`src/rtl/spectrum_display_ctrl_if.sv`:
```
// ---------------------------------------------------------------------------
// spectrum_display_ctrl_if
//   Bundles the FFT writer handshake and the single-port spectrum RAM bus
//   that spectrum_display_ctrl arbitrates.
//
//   Handshake: the writer raises i_wr_req with i_wr_addr/i_wr_data stable and
//   keeps all three held until a cycle where o_wr_ready is also high; that
//   cycle (i_wr_req & o_wr_ready) is the one and only transfer. o_wr_ready
//   does not depend on i_wr_req.
//
//   Signals (direction as seen by the controller):
//     i_wr_req     writer has a bin to store
//     i_wr_addr    bin index
//     i_wr_data    magnitude
//     o_wr_ready   write accepted this cycle when i_wr_req & o_wr_ready
//     o_ram_addr   RAM address
//     o_ram_we     RAM write strobe
//     o_ram_wdata  RAM write data
//     i_ram_rdata  RAM read data, one cycle after the address
//
//   Modports: slave = controller side, master = writer/RAM side.
// ---------------------------------------------------------------------------
interface spectrum_display_ctrl_if #(
   parameter int DATA_W = 9,
   parameter int ADDR_W = 6
);
   logic              i_wr_req;
   logic [ADDR_W-1:0] i_wr_addr;
   logic [DATA_W-1:0] i_wr_data;
   logic              o_wr_ready;
   logic [ADDR_W-1:0] o_ram_addr;
   logic              o_ram_we;
   logic [DATA_W-1:0] o_ram_wdata;
   logic [DATA_W-1:0] i_ram_rdata;

   modport slave (
      input  i_wr_req, i_wr_addr, i_wr_data, i_ram_rdata,
      output o_wr_ready, o_ram_addr, o_ram_we, o_ram_wdata
   );

   modport master (
      output i_wr_req, i_wr_addr, i_wr_data, i_ram_rdata,
      input  o_wr_ready, o_ram_addr, o_ram_we, o_ram_wdata
   );
endinterface

```
`src/rtl/spectrum_display_ctrl.sv`:
```
// ---------------------------------------------------------------------------
// spectrum_display_ctrl
//   Shares one single-port spectrum RAM (one magnitude word per FFT bin)
//   between the FFT result writer and the VGA raster. Active video owns the
//   port and reads one bin per group of 2**BIN_SHIFT columns; the writer only
//   gets the port in blanking. The bar decision is pipelined two cycles and
//   the syncs are delayed to stay aligned with it.
//
//   Optional build macro SPECTRUM_VBLANK_ONLY_EN: when defined, writes are
//   accepted in vertical blanking only, so each frame shows one coherent
//   spectrum. When undefined, horizontal and vertical blanking both accept
//   writes.
//
//   Ports:
//     i_clk           pixel clock
//     i_rst           synchronous, active-high reset
//     i_active_video  raster is in the active area
//     i_x_pos         column (0 outside active)
//     i_y_pos         row (0 outside active)
//     i_hsync/i_vsync syncs from the generator, active low
//     bus             writer handshake + RAM port (slave modport)
//     o_pixel_on      bar pixel lit, 2 cycles after the raster inputs
//     o_hsync/o_vsync syncs delayed 2 cycles to match o_pixel_on
//     o_frame_done    1-cycle pulse when the frame ends (entry to S_VBLANK)
//     o_dbg_state     current FSM state (0 = S_VBLANK, 1 = S_FRAME)
// ---------------------------------------------------------------------------
module spectrum_display_ctrl #(
   parameter int DATA_W    = 9,
   parameter int ADDR_W    = 6,
   parameter int BIN_SHIFT = 3,
   parameter int V_ACTIVE  = 480
) (
   input  logic  i_clk,
   input  logic  i_rst,
   input  logic  i_active_video,
   input  logic [9:0] i_x_pos,
   input  logic [8:0] i_y_pos,
   input  logic  i_hsync,
   input  logic  i_vsync,
   spectrum_display_ctrl_if.slave bus,
   output logic  o_pixel_on,
   output logic  o_hsync,
   output logic  o_vsync,
   output logic  o_frame_done,
   output logic  o_dbg_state
);

   localparam int XBIN_W = 10 - BIN_SHIFT;
   localparam logic [8:0]      Y_LAST   = 9'(V_ACTIVE - 1);
   localparam logic [DATA_W:0] Y_LAST_W = (DATA_W + 1)'(V_ACTIVE - 1);

   typedef enum logic {
      S_VBLANK = 1'b0,
      S_FRAME  = 1'b1
   } state_t;

   state_t state;

   // Stage 1 registers (aligned with the RAM read data)
   logic              active1;
   logic [8:0]        y1;
   logic              bin_valid1;
   logic              hsync1;
   logic              vsync1;

   // ------------------------------------------------------------------
   // Column -> bin. Columns past the last bin still drive a legal address
   // (clamped to the last bin) but are flagged invalid so they stay dark.
   // ------------------------------------------------------------------
   logic [XBIN_W-1:0] x_bin;
   logic              x_in_range;
   logic [ADDR_W-1:0] disp_addr;

   assign x_bin      = XBIN_W'(i_x_pos >> BIN_SHIFT);
   assign x_in_range = ~|(x_bin >> ADDR_W);
   assign disp_addr  = x_in_range ? ADDR_W'(x_bin) : {ADDR_W{1'b1}};

   // ------------------------------------------------------------------
   // Port ownership. Display has absolute priority; a pending write just
   // sees o_wr_ready low and holds its request until blanking.
   // ------------------------------------------------------------------
   logic wr_ready;

   always_comb begin
      wr_ready = !i_active_video && !i_rst;
`ifdef SPECTRUM_VBLANK_ONLY_EN
      wr_ready = wr_ready && (state == S_VBLANK);
`endif
   end

   assign bus.o_wr_ready  = wr_ready;
   assign bus.o_ram_addr  = i_active_video ? disp_addr : bus.i_wr_addr;
   assign bus.o_ram_we    = bus.i_wr_req && wr_ready;
   assign bus.o_ram_wdata = bus.i_wr_data;

   // ------------------------------------------------------------------
   // Bar decision: row y is lit when the bar reaches it, i.e. the distance
   // from the bottom row (V_ACTIVE-1-y) is below the magnitude. Compared
   // one bit wider so magnitudes >= V_ACTIVE simply light the full column.
   // ------------------------------------------------------------------
   logic [DATA_W:0] rows_above_bottom;
   logic            bar_hit;

   assign rows_above_bottom = Y_LAST_W - (DATA_W + 1)'(y1);
   assign bar_hit           = rows_above_bottom < {1'b0, bus.i_ram_rdata};

   // ------------------------------------------------------------------
   // Pipeline + frame FSM. Frame end is the falling edge of active video
   // on the last active row, seen via the stage-1 copies of active and y.
   // ------------------------------------------------------------------
   always_ff @(posedge i_clk) begin
      if (i_rst) begin
         state        <= S_VBLANK;
         active1      <= 1'b0;
         y1           <= '0;
         bin_valid1   <= 1'b0;
         hsync1       <= 1'b1;
         vsync1       <= 1'b1;
         o_pixel_on   <= 1'b0;
         o_hsync      <= 1'b1;
         o_vsync      <= 1'b1;
         o_frame_done <= 1'b0;
      end else begin
         active1      <= i_active_video;
         y1           <= i_y_pos;
         bin_valid1   <= x_in_range;
         hsync1       <= i_hsync;
         vsync1       <= i_vsync;
         o_pixel_on   <= active1 && bin_valid1 && bar_hit;
         o_hsync      <= hsync1;
         o_vsync      <= vsync1;
         o_frame_done <= 1'b0;

         case (state)
            S_VBLANK: begin
               if (i_active_video && (i_x_pos == 10'd0) && (i_y_pos == 9'd0))
                  state <= S_FRAME;
            end
            S_FRAME: begin
               if (active1 && !i_active_video && (y1 == Y_LAST)) begin
                  state        <= S_VBLANK;
                  o_frame_done <= 1'b1;
               end
            end
            default: state <= S_VBLANK;
         endcase
      end
   end

   assign o_dbg_state = (state == S_FRAME);

endmodule

```
`src/flat_wrapper.sv`:
```
// flat-port wrapper written by rule: the top's interface ports become plain ports
module spectrum_display_ctrl_flat 
#(
   parameter int DATA_W    = 9,
   parameter int ADDR_W    = 6,
   parameter int BIN_SHIFT = 3,
   parameter int V_ACTIVE  = 480
)
  (i_clk, i_rst, i_active_video, i_x_pos, i_y_pos, i_hsync, i_vsync, o_pixel_on, o_hsync, o_vsync, o_frame_done, o_dbg_state, bus_i_wr_req, bus_i_wr_addr, bus_i_wr_data, bus_i_ram_rdata, bus_o_wr_ready, bus_o_ram_addr, bus_o_ram_we, bus_o_ram_wdata);
  spectrum_display_ctrl_if #(.DATA_W(DATA_W), .ADDR_W(ADDR_W)) bus_i ();
  input  logic i_clk;
  input  logic i_rst;
  input  logic i_active_video;
  input  logic [9:0] i_x_pos;
  input  logic [8:0] i_y_pos;
  input  logic i_hsync;
  input  logic i_vsync;
  output logic o_pixel_on;
  output logic o_hsync;
  output logic o_vsync;
  output logic o_frame_done;
  output logic o_dbg_state;
  input wire logic [$bits(bus_i.i_wr_req)-1:0] bus_i_wr_req;
  input wire logic [$bits(bus_i.i_wr_addr)-1:0] bus_i_wr_addr;
  input wire logic [$bits(bus_i.i_wr_data)-1:0] bus_i_wr_data;
  input wire logic [$bits(bus_i.i_ram_rdata)-1:0] bus_i_ram_rdata;
  output wire logic [$bits(bus_i.o_wr_ready)-1:0] bus_o_wr_ready;
  output wire logic [$bits(bus_i.o_ram_addr)-1:0] bus_o_ram_addr;
  output wire logic [$bits(bus_i.o_ram_we)-1:0] bus_o_ram_we;
  output wire logic [$bits(bus_i.o_ram_wdata)-1:0] bus_o_ram_wdata;
  assign bus_i.i_wr_req = bus_i_wr_req;
  assign bus_i.i_wr_addr = bus_i_wr_addr;
  assign bus_i.i_wr_data = bus_i_wr_data;
  assign bus_i.i_ram_rdata = bus_i_ram_rdata;
  assign bus_o_wr_ready = bus_i.o_wr_ready;
  assign bus_o_ram_addr = bus_i.o_ram_addr;
  assign bus_o_ram_we = bus_i.o_ram_we;
  assign bus_o_ram_wdata = bus_i.o_ram_wdata;
  spectrum_display_ctrl #(.DATA_W(DATA_W), .ADDR_W(ADDR_W), .BIN_SHIFT(BIN_SHIFT), .V_ACTIVE(V_ACTIVE)) u_core (.i_clk(i_clk), .i_rst(i_rst), .i_active_video(i_active_video), .i_x_pos(i_x_pos), .i_y_pos(i_y_pos), .i_hsync(i_hsync), .i_vsync(i_vsync), .bus(bus_i), .o_pixel_on(o_pixel_on), .o_hsync(o_hsync), .o_vsync(o_vsync), .o_frame_done(o_frame_done), .o_dbg_state(o_dbg_state));
endmodule
```
`config.mk`:
```
export PLATFORM = sky130hd
export DESIGN_NAME = spectrum_display_ctrl_flat
export DESIGN_NICKNAME = d
export VERILOG_FILES = /design/src/rtl/spectrum_display_ctrl_if.sv /design/src/rtl/spectrum_display_ctrl.sv /design/src/flat_wrapper.sv
export SDC_FILE = /design/constraint.sdc
export NUM_CORES = 1
export LEC_CHECK = 0
export CORE_UTILIZATION = 37
export DETAILED_ROUTE_END_ITERATION = 12
export GPL_TIMING_DRIVEN = 0
export HOLD_SLACK_MARGIN = 0.12
export PLACE_DENSITY = 0.85
export SYNTH_ARGS = -nofsm -noshare
export SYNTH_HDL_FRONTEND = slang
export SYNTH_SLANG_ARGS = --single-unit
```
`constraint.sdc`:
```
create_clock -name i_clk -period 3.25 [get_ports i_clk]
set_input_delay 0.325 -clock i_clk [delete_from_list [all_inputs] [get_ports i_clk]]
set_output_delay 0.325 -clock i_clk [all_outputs]
set_load 0.01 [all_outputs]
```
Word-level counts from Yosys, hierarchy flattened. Index checks and enable logic that the tools add are counted.

Logic and storage cells: 34. Flip-flop bits (word level): 18.

$lt $le $gt $ge: 1. Reductions and logical operators: 14. Eq/ne operators: 1. Add/sub/neg operators: 1. Bitwise gates (word level): 1. Muxes and demuxes: 6.

Operator list (number): $mux W6 (2); $logic_not A10 Y1 (1); $lt A10 B9 Y1 (1); $sub A9 B9 Y10 const A (1); $eq A9 B9 Y1 const B (1); $logic_not A9 Y1 (1); $logic_and A1 B1 Y1 (8); $logic_not A1 Y1 (3); $mux W1 (3); $pmux W1 S2 (1); $reduce_or A2 Y1 (1); $not A1 Y1 (1).

Depth between registers and ports, before layout.
Depth in word-level cells: 5. Gate-level depth with buffers: 6. Depth with buffers taken out: 6.

Worst setup path before layout. Ideal clock, no wire load.

Path type: register -> register. Start: reg u_core.y1[5]. End: reg u_core.o_pixel_on. Required time: 3.172 ns. Setup time: 0.078 ns. Setup slack: 1.821 ns. Data arrival time: 1.351 ns. Stages on the path, launching flop included: 7. Buffers on the path: 0. Path through: dfxtp_1 > inv_1 > ha_1 > ha_1 > and3_1 > o311a_1 > nor3_1.

Word-level cells in the longest chain between the ends: 3.

Ends and longest elaborated chain: start: declaration (line spectrum_display_ctrl.sv:61) `logic [8:0] y1;`; start signal: assignment (line spectrum_display_ctrl.sv:125) `y1 <= i_y_pos;`; $sub A9 B9 Y10 (line spectrum_display_ctrl.sv:104) `assign rows_above_bottom = Y_LAST_W - (DATA_W + 1)'(y1);`; $lt A10 B9 Y1 (line spectrum_display_ctrl.sv:105) `assign bar_hit = rows_above_bottom < {1'b0, bus.i_ram_rdata};`; $logic_and A1 B1 Y1 (line spectrum_display_ctrl.sv:129) `o_pixel_on <= active1 && bin_valid1 && bar_hit;`; end signal: assignment (line spectrum_display_ctrl.sv:129); end: declaration (line spectrum_display_ctrl.sv:41) `output logic o_pixel_on,`.

Every way passes these cells. A chain may end at the register's enable or synchronous reset.

Worst setup path in the final report.
Start: in i_active_video. End: out bus_o_ram_we.

Word-level cells in the longest chain between the ends: 3.

Ends and longest elaborated chain: start: declaration (line flat_wrapper.sv:13) `input logic i_active_video;`; $logic_not A1 Y1 (line spectrum_display_ctrl.sv:85) `wr_ready = !i_active_video && !i_rst;`; $logic_and A1 B1 Y1 (line spectrum_display_ctrl.sv:85); $logic_and A1 B1 Y1 (line spectrum_display_ctrl.sv:93) `assign bus.o_ram_we = bus.i_wr_req && wr_ready;`; end: declaration (line flat_wrapper.sv:29) `output wire logic [$bits(bus_i.o_ram_we)-1:0] bus_o_ram_we;`.

Every way passes these cells.

==> impl_metrics.toml <==
[critical_path]
critPathBufInv = 3
rrSetupSlack_ps = 1680
crit_required_ps = 2920
crit_type = "in2out"
slowest_delay_ps = 530
path_cells = "clkdlybuf4s50_1 > buf_4 > nor2_1 > and2_1 > clkdlybuf4s50_1"
cp-start-kind = "input port"
crit_path_end_kind = "output pin"
crit_fanout = 10
reg2reg_from = "u_core.y1[5]"
r2r_cells = 6
cp_top_family = "buffers and inverters"
r2r_end = "u_core.o_pixel_on"
cp_slowest_cell = "clkdlybuf4s50_1"
cp.arrival_ps = 1780
crit_top_cell = "clkdlybuf4s50_1"

[cells_and_area]
antenna_cells = 0
nets = 238
fillers = 200
regArea_um2 = 360
multi_input_area_um2 = 513
syn_to_final_growth_pct = 68.1
drive_gt1_share_pct = 14.0

[hold_path]
min_from = "u_core.vsync1"
worstHoldPathType = "reg2reg"
holdPathStages = 1
hold_end = "u_core.o_vsync"

[timing]
fin_setup_tns_ps = 0
tightest_slew_ps = 380
fin_crit_ps = 2100
rsz0062_at_grt = "no"
whs_ps = 426
max_freq_mhz = 475
finalHoldViolations = 0
finClkSkew_ps = 2.37
slew_headroom_pct = 74.7
slew_violations = 0
period_share_pct = 64.7
setup_viol_count_final = 0

[clock_network]
cts_tree = "yes"
htree_levels = 1
clk_transition_reported_paths_ps = 100
cts_buffers = 3
clkSinkCount = 18
cts_buffer_depth = 2
root_buffer = "clkbuf_4"
post-cts-setup-buffers = 0
insertion_delay_ps = 280
cts_resized = 0
postCtsHoldBufs = 0

[placed_design]
place_congestion = 0.775
port_buffers = 61
dpl.hpwl_um = 2130

[grt]
grt_max_degree = 11
track_usage_pct = 18.4
grt_pass1_vias = 974
antenna_found_initial = 0
overflow = 0
grt_first_pass_wirelength_um = 3780

[yosys]
synth_ff_type = "dfxtp_1"
synth_top_area_cell = "dfxtp_1"
synth.top_cells.by_count = "18 x dfxtp_1, 14 x inv_1, 10 x buf_4, 10 x ha_1, 7 x nor2_1"
synth_edf_count = 0
avgSynthCellArea_um2 = 8.89
yosys-top-cells-area = "dfxtp_1 36%, ha_1 12%, buf_4 7.5%"
synth_nets = 172
syn_inst = 113
syn_area_mm2 = 0.00100
synth_top_area_share_pct = 35.9
ys_types = 29
ys_seq_area_share_pct = 35.9
synth_seq_cells = 18
yosysWarnings = 0
async_flop_share_pct = 0
synth_most_common_cell = "dfxtp_1"

[route]
post_drt_wl_per_cell_um = 11.8
dr.pass1.iters = 4
ant_nets = 0
drtIter0Drc = 6
via_per_inst = 4.86
wl_met2_um = 1310
wl_met3_um = 196
drcViolationCount = 0
top_layer = "met4"
wl_um = 2440
routed-via-count = 1010
wl_met1_um = 920

[power_and_ir_drop]
ir_drop_v = 0.000235
p_total_w = 0.000512
leakagePower_nw = 0.725
p_per_area_mw_per_mm2 = 303

[floorplanning]
initial_utilization_pct = 39.8
coreArea_mm2 = 0.00252
num_rows = 18
die_w_um = 54.1
dieArea_mm2 = 0.00293
fp.dieH_um = 54.1
pin_count = 71

[job]
drv_cap = 0

[run_status]
outcome = "finished clean"
[area by class of cell]
class / instances / area share, %
tap: 30 / 2.22
buffer: 11 / 4.67
timing repair buffer: 61 / 36.1
clock buffer: 4 / 2.15
multi-input combinational: 70 / 30.4
sequential: 18 / 21.3
inverter: 14 / 3.11
[worst max path at each step]
stage,from,end,slack [ps],depth (start not counted)
finish,i_active_video,bus_o_ram_we,1150,5
global route,i_active_video,bus_o_ram_addr[3],1100,5
CTS,i_active_video,bus_o_ram_we,1150,5
detailed placement,i_active_video,bus_o_ram_we,1160,5
global placement,i_active_video,bus_o_ram_we,1160,5
floorplan,u_core.y1[5],u_core.o_pixel_on,1820,6
[metal layers]
metal,up-vias,GRT usage [%]
met3,2,3.39
met2,53,35.8
met4,0,7.69
met1,449,19.0
li1,506,-
met5,-,0
[placed cells by master, fill, tap and decap left out, types with 2 or more instances in the layout]
cell             netlist  routed
nand3_1                4       4
inv_1                 14      14
nor2_1                 7       7
nand2_1                3       3
and2_1                 2       2
ha_1                  10      10
clkdlybuf4s50_1        0      61
and2b_2                6       6
clkbuf_4               0       3
a21oi_1                5       5
dfxtp_1               18      18
nor4_1                 5       5
o22a_1                 4       4
nor2b_1                5       5
buf_4                 10      10
or2_2                  4       4
nand4_1                2       2
[per-stage QoR]
| stage | setup WS [ps] | util, % | area, um2 | std cells |
|---|---|---|---|---|
| final | 1150 | 67.0 | 1690 | 208 |
| after global routing | 1100 | 67.0 | 1690 | 208 |
| after CTS | 1150 | 67.0 | 1690 | 208 |
| after detailed placement | 1160 | 65.5 | 1650 | 204 |
| after global placement | 1160 | 65.5 | 1650 | 204 |
| after floorplan | 1820 | - | 1000 | 113 |
[kinds of logic (layout without fill, tap and decap cells)]
family          Yosys count  count (layout)  synth area share (%)
xor+xnor                  2               2                  1.74
buf+inv                  25              90                  13.1
fa+ha+maj                10              10                  12.5
simple gates             43              43                  26.0
flops                    18              18                  35.9
compound gates           15              15                  10.8
[report_power, final]
| group | switching [W] | internal (W) |
|---|---|---|
| Clock | 0.0000632 | 0.0000682 |
| Sequential | 0.00000537 | 0.000230 |
| Combinational | 0.0000489 | 0.0000961 |
| Total | 0.000118 | 0.000394 |
[flip-flops by register name, summed over array words and instances (netlist names)]
signal / flops
u_core.o_vsync: 1
u_core.vsync1: 1
u_core.active1: 1
u_core.o_dbg_state: 1
u_core.y1: 9
u_core.o_pixel_on: 1
u_core.hsync1: 1
u_core.o_hsync: 1
u_core.bin_valid1: 1
u_core.o_frame_done: 1
(Power assumes the default switching activity.)
==> RTL change (same flow settings) <==
Add a define of `SPECTRUM_VBLANK_ONLY_EN`.
--- a/src/rtl/spectrum_display_ctrl.sv
+++ b/src/rtl/spectrum_display_ctrl.sv
@@ -24,6 +24,8 @@
 //     o_frame_done    1-cycle pulse when the frame ends (entry to S_VBLANK)
 //     o_dbg_state     current FSM state (0 = S_VBLANK, 1 = S_FRAME)
 // ---------------------------------------------------------------------------
+`define SPECTRUM_VBLANK_ONLY_EN
+
 module spectrum_display_ctrl #(
    parameter int DATA_W    = 9,
    parameter int ADDR_W    = 6,
Behaviour: not the same (Yosys sat finds a counterexample within 4 cycles, from zero or initial values and one cycle with i_rst high).
==> RTL change against the unedited design <==
- sequential cell count did not move
- global-route usage decreased by 1.3 points
- synthesized cell count down 2.7%
- power fell by 0.12%
- cell area is 1.4% lower
- synthesized area shrank 1.4%
- sequential power hardly changed
- highest routed layer unchanged
- clock skew is 0.0044 ns higher
- final cell count decreased by 1.9%
- setup slack lost 0.10 ns
- critical path depth stayed put
- routed wire length fell by 5.1%
==> RTL change: results (changes against the unedited design) <==
| Quantity | Reported | Change |
| --- | --- | --- |
| Outcome | complete, no violations |  |
| Sequential-to-total area share from yosys stat | 36.36% | +0.50 points |
| Switching power total | 118.1 uW | +0.51% |
| Worst hold slack | 0.2651 ns | -0.1610 ns |
| Routed len/inst | 11.37 um | -3.2% |
| CP startpoint | i_active_video |  |
| P_leak | 0.0006996 uW | -3.5% |
| Total nets after synthesis | 169 | -1.7% |
| Filler instances | 188 | -6.0% |
| Global-route wire length before repair | 3519 um | -6.9% |
| DPL Wire Length | 2024 um | -4.9% |
| Share of final-layout standard cells stronger than drive strength 1 | 11.49% | -2.6 points |
| Clock tree skew after final layout | 0.006726 ns | +0.004360 ns |
| Metal1 wirelength | 910 um | -1.1% |
| Global routing met1 resource utilization | 18.85% | -0.11 points |
| All-Layer GR Usage | 17.13% | -1.3 points |
| Netlist cell types | 30 | +3.4% |
| Initial DRC count | 7 | +1 |
| Maximum vdd ir drop | 0.2480 mV | +5.3% |
| Transition at the pin with the smallest max-transition slack | 0.4106 ns | +0.03061 ns |
| Number of instances on the worst hold path | 2 | +1 |
| Number of global-route vias before repair | 910 | -6.6% |
| Reg2reg setup slack | 1.71 ns | +0.03 ns |
| Number of placed cells counting well taps | 200 | -2.0% |
| Detailed-routing iteration count for the pre-antenna-repair pass | 3 | -1 |
| Time the final worst path needs with I/O delays and setup | 2.203 ns | +0.1002 ns |
| Worst setup slack before clock tree synthesis | 1.044 ns | -0.1134 ns |
| Final design utilization | 66.62% | -0.35 points |
| Cell area after placement | 1629 um2 | -1.4% |
| Min-Delay Path Class | in -> reg |  |
| Largest cells by area after synthesis | sky130_fd_sc_hd__dfxtp_1, sky130_fd_sc_hd__ha_1, sky130_fd_sc_hd__buf_4, sky130_fd_sc_hd__nor2b_1, sky130_fd_sc_hd__inv_1 |  |
| PortBufs | 60 | -1.6% |
| Global routing usage on met3 | 4.802% | +1.4 points |
| Top cells by count, synth | sky130_fd_sc_hd__dfxtp_1, sky130_fd_sc_hd__inv_1, sky130_fd_sc_hd__buf_4, sky130_fd_sc_hd__ha_1, sky130_fd_sc_hd__nor2b_1 |  |
| Met2 track demand over resource in global routing | 29.42% | -6.4 points |
| CP arrival | 1.88 ns | +0.10 ns |
| End of the worst hold path | u_core.y1[4] |  |
| Met3 wirelength from detailed routing | 228 um | +16% |
| Count of nets after finishing | 234 | -1.7% |
[RTL change: layout make-up]
type	count	area share, %
plain buffers	12	5.034
flip-flops and latches	18	21.64
clock buffers	4	2.179
multi-input cells	66	29.68
repair buffers	60	36.06
inverters	14	3.156
well taps	30	2.254
[RTL change: logic make-up after synthesis]
kind of cell,after synthesis,synth area share [%]
adders and majority gates,10,12.63
AOI/OAI and AO/OA,14,10.61
and+or+nand+nor,40,24.87
xor gates and xnor gates,2,1.768
DFF,18,36.36
buffers and inverters,26,13.76
[RTL change: critical path, stage by stage]
cell	delay (ns)
sky130_fd_sc_hd__clkdlybuf4s50_1	0.44
sky130_fd_sc_hd__buf_2	0.20
sky130_fd_sc_hd__nor3_1	0.23
sky130_fd_sc_hd__and2_1	0.15
sky130_fd_sc_hd__clkdlybuf4s50_1	0.53
[RTL change: power by group through the flow]
stage	Combinational (uW)	Clock, uW	Sequential [uW]
after global routing	156	149	237
after CTS	145	136	236
final	143	133	236
after detailed placement	144	0	241
after global placement	141	0	240
after floorplan	58.4	0	240
